--- config.mk ---
export PLATFORM = sky130hd
export DESIGN_NAME = load_store_unit
export DESIGN_NICKNAME = d
export VERILOG_FILES = /design/src/rtl/load_store_unit_pkg.sv /design/src/rtl/load_store_unit_lsu_align.sv /design/src/rtl/load_store_unit.sv
export SDC_FILE = /design/constraint.sdc
export NUM_CORES = 1
export LEC_CHECK = 0
export ABC_CLOCK_PERIOD_IN_PS = 4300
export CORE_MARGIN = 1
export CORE_UTILIZATION = 50
export CTS_CLUSTER_SIZE = 28
export DETAILED_ROUTE_END_ITERATION = 10
export PLACE_DENSITY_LB_ADDON = 0.15
export RECOVER_POWER = 100
export SKIP_LAST_GASP = 1
export SLEW_MARGIN = 20
export SYNTH_ARGS = -nofsm -noshare
export SYNTH_HDL_FRONTEND = slang
export SYNTH_SLANG_ARGS = --single-unit
--- constraint.sdc ---
create_clock -name clk -period 4.3 [get_ports clk]
set_clock_uncertainty 0.05 [all_clocks]
set_input_delay 0.86 -clock clk [delete_from_list [all_inputs] [get_ports clk]]
set_output_delay 0.86 -clock clk [all_outputs]
set_load 0.05 [all_outputs]
--- src/rtl/load_store_unit_pkg.sv ---
// -----------------------------------------------------------------------------
// load_store_unit_pkg
// Purpose : shared definitions for the load/store unit. Holds the access size
//           encodings, the FSM state encoding and small helpers that describe
//           which byte lanes an access covers and whether it spills into the
//           following memory word.
// Ports   : none (package)
// Config  : MISALIGN_TRAP_EN is consumed by load_store_unit, not here.
// -----------------------------------------------------------------------------
package load_store_unit_pkg;

    // Access size encodings; 2'b11 is treated as a word everywhere.
    localparam logic [1:0] SZ_BYTE = 2'b00;
    localparam logic [1:0] SZ_HALF = 2'b01;
    localparam logic [1:0] SZ_WORD = 2'b10;

    // FSM state encoding.
    localparam logic [1:0] ST_IDLE = 2'd0;
    localparam logic [1:0] ST_ACC0 = 2'd1;
    localparam logic [1:0] ST_ACC1 = 2'd2;
    localparam logic [1:0] ST_RESP = 2'd3;

    // Byte lanes touched by an access that starts at lane 0.
    function automatic logic [3:0] size_mask(input logic [1:0] size);
        logic [3:0] mask;
        case (size)
            SZ_BYTE: mask = 4'b0001;
            SZ_HALF: mask = 4'b0011;
            default: mask = 4'b1111;
        endcase
        return mask;
    endfunction

    // True when the access at this byte offset runs past the end of its word.
    function automatic logic is_straddle(input logic [1:0] offset,
                                         input logic [1:0] size);
        logic straddle;
        case (size)
            SZ_BYTE: straddle = 1'b0;
            SZ_HALF: straddle = (offset == 2'd3);
            default: straddle = (offset != 2'd0);
        endcase
        return straddle;
    endfunction

endpackage

--- src/rtl/load_store_unit_lsu_align.sv ---
// -----------------------------------------------------------------------------
// lsu_align
// Purpose : purely combinational data steering for the load/store unit.
//           Store side: merges right-aligned store data into one memory word
//           (pass 0 = first word, pass 1 = spill-over word) leaving uncovered
//           bytes as read from memory.
//           Load side: extracts the addressed bytes from the two buffered words
//           and sign- or zero-extends them to 32 bits.
// Ports   : i_word     current memory word (read-modify-write source)
//           i_wdata    right-aligned store data
//           i_offset   byte offset of the access within its first word
//           i_size     access size (SZ_BYTE/SZ_HALF/SZ_WORD, 11 = word)
//           i_pass     0 = first word of the access, 1 = second word
//           o_merged   word to write back to memory
//           i_buf0     first loaded word
//           i_buf1     second loaded word (only meaningful for straddles)
//           i_unsigned 1 = zero-extend, 0 = sign-extend
//           o_load     extended load result
// -----------------------------------------------------------------------------
module lsu_align
    import load_store_unit_pkg::*;
(
    input  logic [31:0] i_word,
    input  logic [31:0] i_wdata,
    input  logic [1:0]  i_offset,
    input  logic [1:0]  i_size,
    input  logic        i_pass,
    output logic [31:0] o_merged,
    input  logic [31:0] i_buf0,
    input  logic [31:0] i_buf1,
    input  logic        i_unsigned,
    output logic [31:0] o_load
);

    logic [7:0]  w_laneMask;
    logic [63:0] w_shiftData;
    logic [3:0]  w_mask;
    logic [31:0] w_data;
    logic [63:0] w_pair;
    logic [31:0] w_low;

    // Store merge: view the access as an 8-byte window spanning two words.
    // The shifted data and lane mask are split so that pass 0 takes the low
    // half (first word) and pass 1 the high half (spill-over word).
    always_comb begin
        w_laneMask  = {4'b0000, size_mask(i_size)} << i_offset;
        w_shiftData = {32'h0, i_wdata} << {i_offset, 3'b000};
        w_mask      = i_pass ? w_laneMask[7:4]   : w_laneMask[3:0];
        w_data      = i_pass ? w_shiftData[63:32] : w_shiftData[31:0];
        for (int b = 0; b < 4; b++) begin
            o_merged[b*8 +: 8] = w_mask[b] ? w_data[b*8 +: 8] : i_word[b*8 +: 8];
        end
    end

    // Load extract: shift the two-word pair down so the first addressed byte
    // lands at bit 0, then truncate to size and extend.
    always_comb begin
        w_pair = {i_buf1, i_buf0} >> {i_offset, 3'b000};
        w_low  = w_pair[31:0];
        case (i_size)
            SZ_BYTE: o_load = i_unsigned ? {24'h0, w_low[7:0]}
                                         : {{24{w_low[7]}}, w_low[7:0]};
            SZ_HALF: o_load = i_unsigned ? {16'h0, w_low[15:0]}
                                         : {{16{w_low[15]}}, w_low[15:0]};
            default: o_load = w_low;
        endcase
    end

    // Upper half of the shifted pair is never needed for the result.
    logic w_unusedPair;
    assign w_unusedPair = ^w_pair[63:32];

endmodule

--- src/rtl/load_store_unit.sv ---
// -----------------------------------------------------------------------------
// load_store_unit
// Purpose : byte/half/word load-store front end for a word-organised data
//           memory with combinational read and posedge write. Sub-word stores
//           are done as same-cycle read-modify-write; accesses that cross a
//           word boundary are split into two word accesses.
// Config  : `define MISALIGN_TRAP_EN to reject straddling accesses instead of
//           splitting them (resp_err = 1, no memory write, 1-cycle response).
// Ports   : clk, rst_n                 clock, synchronous active-low reset
//           req_valid/req_ready        request handshake (ready in IDLE only)
//           req_we, req_size,
//           req_unsigned, req_addr,
//           req_wdata                  request attributes, byte address
//           resp_valid, resp_rdata,
//           resp_err                   one-cycle completion pulse and data
//           mem_addr, mem_wd, mem_we   word index / write port to memory
//           mem_rd                     combinational read data for mem_addr
// -----------------------------------------------------------------------------
module load_store_unit
    import load_store_unit_pkg::*;
#(
    parameter int ADDR_W = 5
) (
    input  logic              clk,
    input  logic              rst_n,
    input  logic              req_valid,
    output logic              req_ready,
    input  logic              req_we,
    input  logic [1:0]        req_size,
    input  logic              req_unsigned,
    input  logic [31:0]       req_addr,
    input  logic [31:0]       req_wdata,
    output logic              resp_valid,
    output logic [31:0]       resp_rdata,
    output logic              resp_err,
    output logic [ADDR_W-1:0] mem_addr,
    output logic [31:0]       mem_wd,
    output logic              mem_we,
    input  logic [31:0]       mem_rd
);

    logic [1:0]        r_state;
    logic [ADDR_W-1:0] r_index;
    logic [1:0]        r_offset;
    logic [1:0]        r_size;
    logic              r_we;
    logic              r_unsigned;
    logic [31:0]       r_wdata;
    logic [31:0]       r_buf0;
    logic [31:0]       r_buf1;

    logic              w_straddle;
    logic              w_inAcc;
    logic              w_pass;
    logic [31:0]       w_merged;
    logic [31:0]       w_load;
    logic              w_errResp;

    assign w_straddle = is_straddle(r_offset, r_size);
    assign w_inAcc    = (r_state == ST_ACC0) || (r_state == ST_ACC1);
    assign w_pass     = (r_state == ST_ACC1);

`ifdef MISALIGN_TRAP_EN
    logic w_reqStraddle;
    logic r_err;
    assign w_reqStraddle = is_straddle(req_addr[1:0], req_size);
    assign w_errResp     = r_err;
`else
    assign w_errResp     = 1'b0;
`endif

    lsu_align u_align (
        .i_word     (mem_rd),
        .i_wdata    (r_wdata),
        .i_offset   (r_offset),
        .i_size     (r_size),
        .i_pass     (w_pass),
        .o_merged   (w_merged),
        .i_buf0     (r_buf0),
        .i_buf1     (r_buf1),
        .i_unsigned (r_unsigned),
        .o_load     (w_load)
    );

    // Main FSM: latch the request in IDLE, touch one or two memory words,
    // then present a single response cycle. A reset at any point abandons
    // the access; the combinational mem_we gate below drops any pending write.
    always_ff @(posedge clk) begin
        if (!rst_n) begin
            r_state    <= ST_IDLE;
            r_index    <= '0;
            r_offset   <= 2'b00;
            r_size     <= SZ_BYTE;
            r_we       <= 1'b0;
            r_unsigned <= 1'b0;
            r_wdata    <= 32'h0;
            r_buf0     <= 32'h0;
            r_buf1     <= 32'h0;
`ifdef MISALIGN_TRAP_EN
            r_err      <= 1'b0;
`endif
        end else begin
            case (r_state)
                ST_IDLE: begin
                    if (req_valid) begin
                        r_index    <= req_addr[ADDR_W+1:2];
                        r_offset   <= req_addr[1:0];
                        r_size     <= req_size;
                        r_we       <= req_we;
                        r_unsigned <= req_unsigned;
                        r_wdata    <= req_wdata;
                        r_buf0     <= 32'h0;
                        r_buf1     <= 32'h0;
`ifdef MISALIGN_TRAP_EN
                        // Straddling accesses are refused without touching memory.
                        r_err      <= w_reqStraddle;
                        r_state    <= w_reqStraddle ? ST_RESP : ST_ACC0;
`else
                        r_state    <= ST_ACC0;
`endif
                    end
                end
                ST_ACC0: begin
                    if (!r_we) begin
                        r_buf0 <= mem_rd;
                    end
                    r_state <= w_straddle ? ST_ACC1 : ST_RESP;
                end
                ST_ACC1: begin
                    if (!r_we) begin
                        r_buf1 <= mem_rd;
                    end
                    r_state <= ST_RESP;
                end
                default: begin
                    r_state <= ST_IDLE;
                end
            endcase
        end
    end

    // Memory side: the second access uses the next word index, wrapping
    // naturally at the top of memory. Write enable is gated by rst_n so a
    // reset asserted mid-access never commits the pending word.
    always_comb begin
        mem_addr = (r_state == ST_ACC1) ? r_index + ADDR_W'(1) : r_index;
        mem_we   = rst_n & w_inAcc & r_we;
        mem_wd   = (w_inAcc && r_we) ? w_merged : 32'h0;
    end

    // Request/response side.
    always_comb begin
        req_ready  = (r_state == ST_IDLE);
        resp_valid = (r_state == ST_RESP);
        resp_rdata = (resp_valid && !r_we && !w_errResp) ? w_load : 32'h0;
        resp_err   = resp_valid & w_errResp;
    end

    // Address bits above the memory index are intentionally ignored.
    logic w_unusedAddr;
    assign w_unusedAddr = ^req_addr[31:ADDR_W+2];

endmodule

== Word level (Yosys, flattened, before mapping) ==
Index checks and enable logic that the tools add are counted.

* Bits in registers: 109
* Output and inout port bits: 73

* Add/sub/neg operators: 1
* Equality and inequality tests: 8
* Shift-type cells: 3
* Bitwise logic cells: 2
* Reductions and logical operators: 12
* Mux-type cells: 21

{| class="wikitable"
|+ Operators by type and width
! operator !! number
|-
| $mux 32 || 7
|-
| $pmux 32 s2 || 3
|-
| $shl 32x5->64 || 1
|-
| $shr 64x5->32 || 1
|-
| $mux 8 || 4
|-
| $pmux 4 s2 || 1
|-
| $shl 4x2->8 || 1
|-
| $eq 2x2->1 const B || 3
|-
| $ne 2x2->1 const B || 3
|-
| $pmux 2 s3 || 1
|-
| $reduce_and 3->1 || 2
|-
| $reduce_bool 2->1 || 3
|-
| $add 5x1->5 const B || 1
|-
| $mux 5 || 1
|-
| $eq 2x1->1 const B || 2
|-
| $logic_not 2->1 || 2
|-
| $mux 4 || 1
|-
| $and 1x1->1 || 2
|-
| $logic_and 1x1->1 || 2
|-
| $mux 2 || 1
|-
| $pmux 1 s2 || 1
|-
| $reduce_and 2->1 || 1
|-
| $logic_not 1->1 || 1
|-
| $logic_or 1x1->1 || 1
|-
| $mux 1 || 1
|}

== Longest topological paths before layout ==
Gate-level depths: netlist (run 1).

* Depth in word-level cells: 6
* Depth in mapped cells: 9
* Mapped depth without buffers: 6

== By module ==
From an unflattened synthesis (run 1), not the netlist that was laid out.

* Cells, all modules: 913
* Area total of the unflattened synthesis: 7267.0 um2

{| class="wikitable"
|+ Modules (own cells, without submodules)
! module !! cells each !! instances !! area an instance (um2) !! sequential area each (um2)
|-
| load_store_unit || 582 || 1 || 4946.0 || 2182.1
|-
| lsu_align || 331 || 1 || 2321.0 || 0.0
|}

== Worst setup path after synthesis (run 1) ==
Ideal clock, no wire load.

* Path type: flip-flop to output port
* Start: register r_state[0]
* End: output port resp_rdata[16]
* Buffers on the path: 0
* Data required time: 3.390 ns
* Stages on the path, launching flop included: 6
* Arrival: 2.668 ns
* Slack: 0.722 ns
* Cell sequence: dfxtp_1 -> ha_1 -> nand2b_4 -> or4b_1 -> or4_4 -> o21ai_0

* Word-level cells in the longest chain between the ends: 3

{| class="wikitable"
|+ Ends and longest elaborated chain
! item !! RTL line !! RTL
|-
| start, declared || load_store_unit.sv:42 || <nowiki>logic [1:0] r_state;</nowiki>
|-
| start signal, assigned || load_store_unit.sv:127 || <nowiki>r_state <= w_straddle ? ST_ACC1 : ST_RESP;</nowiki>
|-
| $eq 2x2->1 || load_store_unit.sv:154 || <nowiki>resp_valid = (r_state == ST_RESP);</nowiki>
|-
| net resp_valid || load_store_unit.sv:33 || <nowiki>output logic resp_valid,</nowiki>
|-
| $logic_and 1x1->1 || load_store_unit.sv:155 || <nowiki>resp_rdata = (resp_valid && !r_we && !w_errResp) ? w_load : 32'h0;</nowiki>
|-
| $mux 32 || load_store_unit.sv:155 ||
|-
| end, declared || load_store_unit.sv:34 || <nowiki>output logic [31:0] resp_rdata,</nowiki>
|}

The timed path passes the listed nets, and every way through them passes these cells.

== Worst setup path in the final report (run 1) ==
* Start: register r_state[0]
* End: output port mem_wd[22]

* Word-level cells in the longest chain between the ends: 4
* Elaborated cells on any way between the ends: 8

{| class="wikitable"
|+ Ends and longest elaborated chain
! item !! RTL line !! RTL
|-
| $eq 2x2->1 or $eq 2x1->1 (tied branches) || load_store_unit.sv:60, load_store_unit.sv:61 ||
|-
| $mux 32 (tied with other cells) || load_store_unit_lsu_align.sv:49 || <nowiki>w_data = i_pass ? w_shiftData[63:32] : w_shiftData[31:0];</nowiki>
|-
| $mux 8 or $logic_and 1x1->1 (tied branches) || load_store_unit_lsu_align.sv:51, load_store_unit.sv:148 ||
|-
| $mux 32 (*) || load_store_unit.sv:148 || <nowiki>mem_wd = (w_inAcc && r_we) ? w_merged : 32'h0;</nowiki>
|-
| end, declared || load_store_unit.sv:37 || <nowiki>output logic [31:0] mem_wd,</nowiki>
|}

Mark *: on every way between the ends. The rest lies on a longest branch, timed or not.

==> flow_summary.yaml, run 1 <==
run_status:
  run_status: "finished, violations left"
  violations: "capacitance limit, slew limit"
synthesis:
  synth.avg_cell_area_um2: 8.34
  synth.top_cells.by_area: "sky130_fd_sc_hd__dfxtp_1, sky130_fd_sc_hd__a21boi_0, sky130_fd_sc_hd__mux4_2, sky130_fd_sc_hd__nand2_1, sky130_fd_sc_hd__mux2i_1"
  async_reset_ff_frac: 0
  synth_top_area_share: 0.317
  yosysWarningCount: 0
  ffs_latches_synth: 101
  netlist_area_um2: 6380
  ys.flop_type: "sky130_fd_sc_hd__dfxtp_1"
  ys_seq_area_frac: 0.317
  ys_types: 50
  leading_area_contributor_after_synthesis: "sky130_fd_sc_hd__dfxtp_1"
  synth_edf_count: 0
  syn_nets: 875
  synthesis.instances: 766
final_layout:
  share_of_final_layout_standard_cells_stronger_than_drive_strength_1: 0.127
  antennaDiodeCount: 0
  final_cell_mix: "sky130_fd_sc_hd__nand2_1, sky130_fd_sc_hd__a21boi_0, sky130_fd_sc_hd__dfxtp_1"
  syn_to_final_growth_pct: 26.6
  final_net_count: 975
  layout_commonest_cell: "sky130_fd_sc_hd__nand2_1"
  stdcell_count: 1039
floorplanning:
  die_area_um2: 13200
  die_w_um: 115
  boundaryPins: 176
  die_height_um: 115
  initial_core_util: 0.523
  row_count: 40
  design.core.area_um2: 12200
drt:
  wl_per_cell_um: 20.5
  detailroute.via_count: 6314
  detail_route.iter0.violations: 746
  via_per_inst: 6.08
  first_pass_iters: 6
  post_detailed_routing_wire_length_um: 21300
  postRouteAntennaNets: 0
  drc_errors: 0
timing:
  hold_viol_final: 0
  totalNegativeSetupSlack_ns: 0
  final_number_of_setup_violating_endpoints: 0
  setup_repair_after_global_routing_missed_its_margin: "no"
  timing.final.crit_period_ns: 4.09
  timing.final.crit_share: 0.952
  max_slew_margin: -0.166
  timing_max_transition_violations_final: 44
  achievable-frequency_mhz: 244
  hold_slack_ns: 0.417
  layout_setup_ws_ns: 0.208
  worstMarginPinSlew_ns: 1.75
power:
  leakagePower_uw: 0.00290
  vdd_ir_drop_max_mv: 0.302
  power-per-cell-area_nw_per_um2: 511
grt:
  grt_max_degree: 102
  grt_use_total: 0.337
  grt_pass1_vias: 6196
  globalRoute.totalOverflow: 0
  grt_pass1_wl_um: 33800
  number_of_antenna_violations_at_the_first_check_in_global_routing: 0
place:
  gp_congestion: 0.876
  dpl.hpwl_um: 15600
  numPlacedInstances: 1023
  dp_worst_setup_slack_ns: 0.756
  buffer_ports.inserted: 149
clocking:
  clock_tree.htree_level_count: 3
  cts_tree: "done"
  post_cts_setup_buffers: 0
  cts.root.buffer_cell: "sky130_fd_sc_hd__clkbuf_16"
  cts_hold_buffers: 0
  cts.sinks: 101
  clock_path_buffers: 2
  tritoncts.num_buffers: 9
  path_clk_slew_ns: 0.07
  cts.repair.resized: 0
  insertion_delay_of_the_later_clocked_pin_in_the_worst_skew_pair_ns: 0.36
critical_path:
  start_kind: "flip-flop"
  criticalPathCategory: "flip-flop to output pin"
  arrival_ns: 3.18
  worstPathMaxFanout: 25
  cp_data_required_time_ns: 3.39
  end_kind: "output pin"
run:
  max_cap_violations: 1
min_path:
  hp-class: "flip-flop to flip-flop"
-- final cells by class --
type                            instances  area, um^2
Multi-Input combinational cell        575        3990
Sequential cell                       101        2030
Clock inverter                          6        62.6
Inverter                               18        67.6
Fill cell                            1103        4130
Clock buffer                           10         239
Tap cell                              168         210
Timing Repair Buffer                  161        1490
-- stage by stage --
stage          utilization  cell area (um^2)  power, uW
2_1_floorplan            -              6380       2670
3_3_place_gp         0.656              8010       3280
3_5_place_dp         0.656              8010       3330
4_1_cts              0.681              8310       4160
5_1_grt              0.662              8080       4350
6_report             0.662              8080       4130
-- where the power goes --
part | switching (uW) | leakage, uW | internal, uW
registers | 205 | 0.000823 | 1100
clock network | 376 | 0.000152 | 466
logic | 1320 | 0.00192 | 661
total | 1900 | 0.00290 | 2230
-- layer usage --
| metal | part of all wire | up-vias | wire length [um] | track usage |
|---|---|---|---|---|
| li1 | - | 2903 | - | - |
| met1 | 0.43 | 3070 | 9210 | 0.451 |
| met2 | 0.46 | 307 | 9910 | 0.542 |
| met3 | 0.079 | 34 | 1680 | 0.0780 |
| met4 | 0.024 | 0 | 502 | 0.102 |
| met5 | 0 | - | 0 | 0 |
-- registers in the layout, indices dropped and copies added (netlist names) --
| register | count |
|---|---|
| r_we | 1 |
| r_buf0 | 32 |
| r_state | 2 |
| r_buf1 | 24 |
| r_index | 5 |
| r_size | 2 |
| r_wdata | 32 |
| r_unsigned | 1 |
| r_offset | 2 |
-- synthesized netlist by cell type (all sizes together), types with 3 or more instances --
cell	number
mux2i	52
o211ai	3
nand4	5
or2	3
and2	3
clkbuf	42
dfxtp	101
a22oi	8
or3b	3
a21boi	99
mux4	28
nor2	24
o21ai	35
nor2b	4
mux2	4
ha	6
o22a	16
and2b	6
o22ai	8
nand3	59
a21oi	29
nand2	157
buf	30
xnor2	4
inv	18
-- cell families after synthesis --
family / synth area share
DFF: 0.317
and+or+nand+nor: 0.196
buffers and inverters: 0.0590
xor gates and xnor gates: 0.00686
muxes: 0.187
other: 0.000587
AOI/OAI and AO/OA: 0.222
adders and majority gates: 0.0118
-- worst max-delay path, cell delays in order, from the launching register on --
cell and delay (ns):
sky130_fd_sc_hd__dfxtp_1 0.43, sky130_fd_sc_hd__inv_1 0.09, sky130_fd_sc_hd__ha_1 0.33, sky130_fd_sc_hd__buf_4 0.27
sky130_fd_sc_hd__or3b_2 0.46, sky130_fd_sc_hd__nand4_1 0.43, sky130_fd_sc_hd__o21ai_0 0.16, sky130_fd_sc_hd__a21oi_1 0.18
sky130_fd_sc_hd__dlymetal6s2s_1 0.46
-- worst paths after layout --
kind,from,depth (start not counted),endpoint,slack (ns)
setup / recovery,r_state[0],8,mem_wd[22],0.21
hold / removal,r_buf0[2],2,r_buf0[2],0.42
setup reg to reg,r_state[1],8,r_buf0[30],0.60
hold reg to reg,r_buf0[2],2,r_buf0[2],0.42
Note: power is estimated with default switching activity, not from simulation.
==> run 2, diff against run 1 <==
ABC_AREA = 0   (was not set)
SETUP_SLACK_MARGIN = 0.15   (was not set)
==> results of run 2 <==
No change in the layout: final DEF, timing and power equal those of run 1.
